==> src/rtl/uart_receiver_if.sv <==
// rtl/uart_receiver_if.sv - serial line, baud tick and parallel result bundle for the UART receiver
interface uart_receiver_if #(
   parameter int DATA_WIDTH = 8
);
   logic                  rx;
   logic                  tick;
   logic [DATA_WIDTH-1:0] data_out;
   logic                  rx_done;
   logic                  frame_err;
   logic                  rx_busy;

   // driver side: pad line and baud generator in, received word out
   modport master (
      output rx,
      output tick,
      input  data_out,
      input  rx_done,
      input  frame_err,
      input  rx_busy
   );

   // receiver side
   modport slave (
      input  rx,
      input  tick,
      output data_out,
      output rx_done,
      output frame_err,
      output rx_busy
   );
endinterface

==> src/rtl/uart_receiver.sv <==
// rtl/uart_receiver.sv - oversampling UART receiver, LSB first, no parity, one stop bit
module uart_receiver #(
   parameter int DATA_WIDTH  = 8,
   parameter int OVERSAMPLE  = 16,
   parameter int SYNC_STAGES = 2
) (
   input  logic            clk,
   input  logic            rst,
   uart_receiver_if.slave  bus
);
   localparam int CW = $clog2(OVERSAMPLE);
   localparam int BW = $clog2(DATA_WIDTH) + 1;

   localparam logic [CW-1:0] HALF_LAST = CW'(OVERSAMPLE / 2 - 1);
   localparam logic [CW-1:0] FULL_LAST = CW'(OVERSAMPLE - 1);
   localparam logic [BW-1:0] BIT_LAST  = BW'(DATA_WIDTH - 1);

   localparam logic [1:0] IDLE  = 2'd0;
   localparam logic [1:0] START = 2'd1;
   localparam logic [1:0] DATA  = 2'd2;
   localparam logic [1:0] STOP  = 2'd3;

   logic [SYNC_STAGES-1:0] sync;
   logic                   rx_s;
   logic [1:0]             state;
   logic [CW-1:0]          sample_cnt;
   logic [BW-1:0]          bit_cnt;
   logic [DATA_WIDTH-1:0]  shift;
   logic [DATA_WIDTH-1:0]  data_q;
   logic                   done_q;
   logic                   err_q;

   // metastability synchronizer; resets to the idle (high) line level
   always_ff @(posedge clk) begin
      if (rst) begin
         sync <= '1;
      end else begin
         sync <= {sync[SYNC_STAGES-2:0], bus.rx};
      end
   end

   assign rx_s = sync[SYNC_STAGES-1];

   // frame FSM: start validation at half bit, then one sample per full bit period
   always_ff @(posedge clk) begin
      if (rst) begin
         state      <= IDLE;
         sample_cnt <= '0;
         bit_cnt    <= '0;
         shift      <= '0;
         data_q     <= '0;
         done_q     <= 1'b0;
         err_q      <= 1'b0;
      end else begin
         done_q <= 1'b0;
         case (state)
            IDLE: begin
               // falling edge is taken immediately, independent of tick
               if (!rx_s) begin
                  state      <= START;
                  sample_cnt <= '0;
               end
            end
            START: begin
               if (bus.tick) begin
                  if (sample_cnt == HALF_LAST) begin
                     if (!rx_s) begin
                        state      <= DATA;
                        sample_cnt <= '0;
                        bit_cnt    <= '0;
                     end else begin
                        // line bounced back high before mid start bit: glitch
                        state <= IDLE;
                     end
                  end else begin
                     sample_cnt <= sample_cnt + CW'(1);
                  end
               end
            end
            DATA: begin
               if (bus.tick) begin
                  if (sample_cnt == FULL_LAST) begin
                     shift      <= {rx_s, shift[DATA_WIDTH-1:1]};
                     sample_cnt <= '0;
                     if (bit_cnt == BIT_LAST) begin
                        state <= STOP;
                     end else begin
                        bit_cnt <= bit_cnt + BW'(1);
                     end
                  end else begin
                     sample_cnt <= sample_cnt + CW'(1);
                  end
               end
            end
            STOP: begin
               if (bus.tick) begin
                  if (sample_cnt == FULL_LAST) begin
                     // errored frames still publish their word; frame_err qualifies it
                     data_q     <= shift;
                     err_q      <= ~rx_s;
                     done_q     <= 1'b1;
                     sample_cnt <= '0;
                     state      <= IDLE;
                  end else begin
                     sample_cnt <= sample_cnt + CW'(1);
                  end
               end
            end
            default: begin
               state <= IDLE;
            end
         endcase
      end
   end

   assign bus.data_out  = data_q;
   assign bus.rx_done   = done_q;
   assign bus.frame_err = err_q;
   assign bus.rx_busy   = (state != IDLE);
endmodule

==> src/flat_wrapper.sv <==
// flat-port wrapper written by rule: the top's interface ports become plain ports
module uart_receiver_flat 
#(
   parameter int DATA_WIDTH  = 8,
   parameter int OVERSAMPLE  = 16,
   parameter int SYNC_STAGES = 2
)
  (clk, rst, bus_rx, bus_tick, bus_data_out, bus_rx_done, bus_frame_err, bus_rx_busy);
  uart_receiver_if #(.DATA_WIDTH(DATA_WIDTH)) bus_i ();
  input  logic clk;
  input  logic rst;
  input wire logic [$bits(bus_i.rx)-1:0] bus_rx;
  input wire logic [$bits(bus_i.tick)-1:0] bus_tick;
  output wire logic [$bits(bus_i.data_out)-1:0] bus_data_out;
  output wire logic [$bits(bus_i.rx_done)-1:0] bus_rx_done;
  output wire logic [$bits(bus_i.frame_err)-1:0] bus_frame_err;
  output wire logic [$bits(bus_i.rx_busy)-1:0] bus_rx_busy;
  assign bus_i.rx = bus_rx;
  assign bus_i.tick = bus_tick;
  assign bus_data_out = bus_i.data_out;
  assign bus_rx_done = bus_i.rx_done;
  assign bus_frame_err = bus_i.frame_err;
  assign bus_rx_busy = bus_i.rx_busy;
  uart_receiver #(.DATA_WIDTH(DATA_WIDTH), .OVERSAMPLE(OVERSAMPLE), .SYNC_STAGES(SYNC_STAGES)) u_core (.clk(clk), .rst(rst), .bus(bus_i));
endmodule
==> config.mk <==
export PLATFORM = sky130hd
export DESIGN_NAME = uart_receiver_flat
export DESIGN_NICKNAME = d
export VERILOG_FILES = /design/src/rtl/uart_receiver_if.sv /design/src/rtl/uart_receiver.sv /design/src/flat_wrapper.sv
export SDC_FILE = /design/constraint.sdc
export NUM_CORES = 1
export LEC_CHECK = 0
export BUFFER_PORTS_ARGS = -buffer_cell sky130_fd_sc_hd__buf_2
export CAP_MARGIN = 25
export CORE_MARGIN = 1
export CORE_UTILIZATION = 45
export CTS_BUF_LIST = sky130_fd_sc_hd__clkbuf_4
export DETAILED_ROUTE_END_ITERATION = 10
export GPL_TIMING_DRIVEN = 0
export MAX_ROUTING_LAYER = met4
export SKIP_LAST_GASP = 1
export SLEW_MARGIN = 10
export SYNTH_ARGS = -nofsm -noshare
export SYNTH_HDL_FRONTEND = slang
export SYNTH_SLANG_ARGS = --single-unit
==> constraint.sdc <==
create_clock -name clk -period 3.7 [get_ports clk]
set_input_delay 1.11 -clock clk [delete_from_list [all_inputs] [get_ports clk]]
set_output_delay 1.11 -clock clk [all_outputs]
set_load 0.03 [all_outputs]
==> results.yml <==
run_status:
  status: "finished with violations"
  violations: "design-rule violations"
drt:
  drt_first_pass_iters: 7
  vias_per_cell: 5.68
  drtIter0Drc: 32
  vias: 1135
  routed_wl_mm: 2.62
  ant_nets: 0
  drcViolationCount: 4
  avgRoutedWirePerCell_um: 13.1
min_path:
  hold_class: "reg -> reg"
floorplan:
  start_util_pct: 48.6
  die_h_um: 57.0
  fp-row-count: 19
  io_pins: 15
  die_x_um: 57.0
  core-area_um2: 2810
  die-area_um2: 3250
cells_and_area:
  layout-drive-gt1-share_pct: 18.9
  nNetsFinal: 174
  post-route-util_pct: 54.4
  syn_to_final_growth_pct: 11.9
  diodes: 0
sta:
  hold_violations: 0
  fin_crit_ns: 2.58
  timing.final.crit_share_pct: 69.9
  worstMarginPinSlew_ns: 0.468
  fin_setup_tns_ns: 0
  slew_headroom_pct: 68.8
  rsz0062_at_grt: "no"
  drv_slew: 0
  setup_violations: 0
  skew_ns: 0.00478
  fmax_ghz: 0.387
synth:
  yosys.area.top_type_share_pct: 44.1
  syn_nets: 153
  synth.area.top_cells: "dfxtp_1 (44%), mux2i_1 (12%), nor2_1 (5.5%)"
  ys_types: 38
  yosysWarnings: 0
  yosysTopAreaCell: "dfxtp_1"
  synth.avg_cell_area_um2: 9.27
  synth_area_um2: 1360
  ys.flop_type: "dfxtp_1"
  ys_ff_latch: 30
  async_reset_ff_share_pct: 0
  syn_inst: 147
  ys_seq_area_share_pct: 44.1
  synth_edf_count: 0
global_routing:
  grt_antenna_before_repair: 0
  gr-total-overflow: 0
  grt_pass1_vias: 965
  grt_pass1_wl_mm: 4.39
  grt_start_max_net_pins: 11
  grt_usage_pct: 18.4
power:
  ir_drop_mv: 0.224
  power_frac_comb_pct: 4.7
  pwr_density_cell_nw_per_um2: 353
  swShare_pct: 25.1
  power_switching_mw: 0.135
  p_int_mw: 0.404
  p_leak_nw: 0.643
  power.share.sequential_pct: 60.6
  power.share.clock_pct: 34.7
clock_network:
  clkLatencyLatePin_ns: 0.33
  ctsHoldBuffers: 0
  cts_resized: 0
  path_clk_slew_ns: 0.09
  clock_path_buffers: 2
  htree_num_levels: 2
  cts_buffers: 5
  cts_sinks: 30
  cts_tree: "yes"
  cts_root_buf: "clkbuf_4"
  cts_setup_buffers: 0
critical_path:
  cp.required_ns: 2.59
  slowest_delay_ns: 0.37
  path_class: "reg -> out"
  cp_top_family: "buffers and inverters"
  crit_arrival_ns: 1.47
  cp_max_fo: 10
  crit_slowest_cell: "dfxtp_1"
  cp_num_buf_inv: 3
  end_kind: "primary output"
  cpMostUsedCell: "buf_2"
  cp-start-kind: "flip-flop"
  cp_cell_sequence: "buf_2 > nor2_1 > inv_1 > buf_2"
placed_design:
  numPortBuffers: 14
  place.gp.congestion: 0.851
  dpl.hpwl_mm: 1.83
flow_run:
  drv_cap: 0
-- stage by stage --
stage          instances  setup WS, ns  hold slack, ns  cell area, µm²  power [mW]
2_1_floorplan        147          1.62           0.389            1360       0.351
3_3_place_gp         192          1.36           0.391            1470       0.359
3_5_place_dp         192          1.34           0.407            1470       0.359
4_1_cts              200          1.10           0.432            1530       0.547
5_1_grt              200         0.981           0.439            1530       0.565
6_report             200          1.12           0.425            1530       0.539
-- area by class of cell --
cell class	count	area, µm²
fill	271	1280
buffer	11	56.3
timing repair buffer	14	70.1
inverter	2	7.51
clock inverter	3	16.3
tap	31	38.8
sequential	30	601
clock buffer	5	37.5
multi-input combinational	104	698
-- layout by cell type, fill, tap and decap left out, types with 3 or more instances in the layout --
master	instances
or2_2	3
dfxtp_1	30
buf_4	3
buf_2	17
mux2i_1	17
nand2b_1	3
nand2_1	7
clkbuf_4	5
a21oi_1	6
clkbuf_1	5
o21ai_0	3
nand3b_1	3
nand3_1	8
nor2_1	20
or4_1	3
a31oi_1	4
-- synth_stat cells (4+ instances only) --
master / number
nor2_1: 20
a31oi_1: 4
a21oi_1: 6
nand3_1: 8
clkbuf_1: 5
mux2i_1: 17
nand2_1: 7
dfxtp_1: 30
-- power groups by stage --
stage                     clock (mW)  combinational (mW)  sequential, mW
after global placement             0              0.0251           0.334
final                          0.187              0.0253           0.326
after CTS                      0.195              0.0255           0.326
after global routing           0.210              0.0288           0.327
after detailed placement           0              0.0254           0.334
after floorplan                    0              0.0179           0.333
-- routing by layer --
metal	GRT usage, %	vias to the layer above	part of all wire, %	wire (µm)
li1	-	574	-	-
met1	24.4	539	51	1340
met2	25.7	17	43	1140
met3	4.76	5	3.4	90
met4	9.41	0	2.1	55
met5	-	-	0	0
-- cells by family (layout without fill, tap and decap cells) --
family,after synthesis,count (layout),share of synthesized area (%)
multiplexers,17,17,12.5
flip-flops,30,30,44.1
XOR/XNOR,1,1,0.643
adder cells (fa/ha/maj),2,2,1.84
AND/OR/NAND/NOR,61,61,25.3
AO/OA/AOI/OAI,23,23,10.9
buffers and inverters,13,35,4.68
-- final timing paths --
| kind | cells after the start | slack (ns) | start | to |
|---|---|---|---|---|
| setup reg to reg | 6 | 1.70 | u_core.sample_cnt[0] | u_core.bit_cnt[3] |
| hold / removal | 1 | 0.43 | u_core.sync[0] | u_core.sync[1] |
| setup / recovery | 4 | 1.12 | flip-flop | bus_rx_busy |
| hold reg to reg | 1 | 0.43 | u_core.sync[0] | u_core.sync[1] |
-- sequential cells by signal, indices dropped and copies added, names as in the netlist, named ones only --
register,cells
u_core.bit_cnt,4
u_core.bus.rx_done,1
u_core.bus.data_out,8
u_core.bus.frame_err,1
u_core.sample_cnt,4
u_core.shift,8
u_core.state,1
u_core.sync,2
-- worst register-to-register path: cells and delay by family, from the launching register on --
kind | cells | cell delay (ns)
AND/OR/NAND/NOR | 3 | 1.08
flip-flops | 1 | 0.39
adder cells (fa/ha/maj) | 1 | 0.16
AO/OA/AOI/OAI | 1 | 0.16
buffers and inverters | 1 | 0.15
Note: power is estimated with default switching activity, not from simulation.
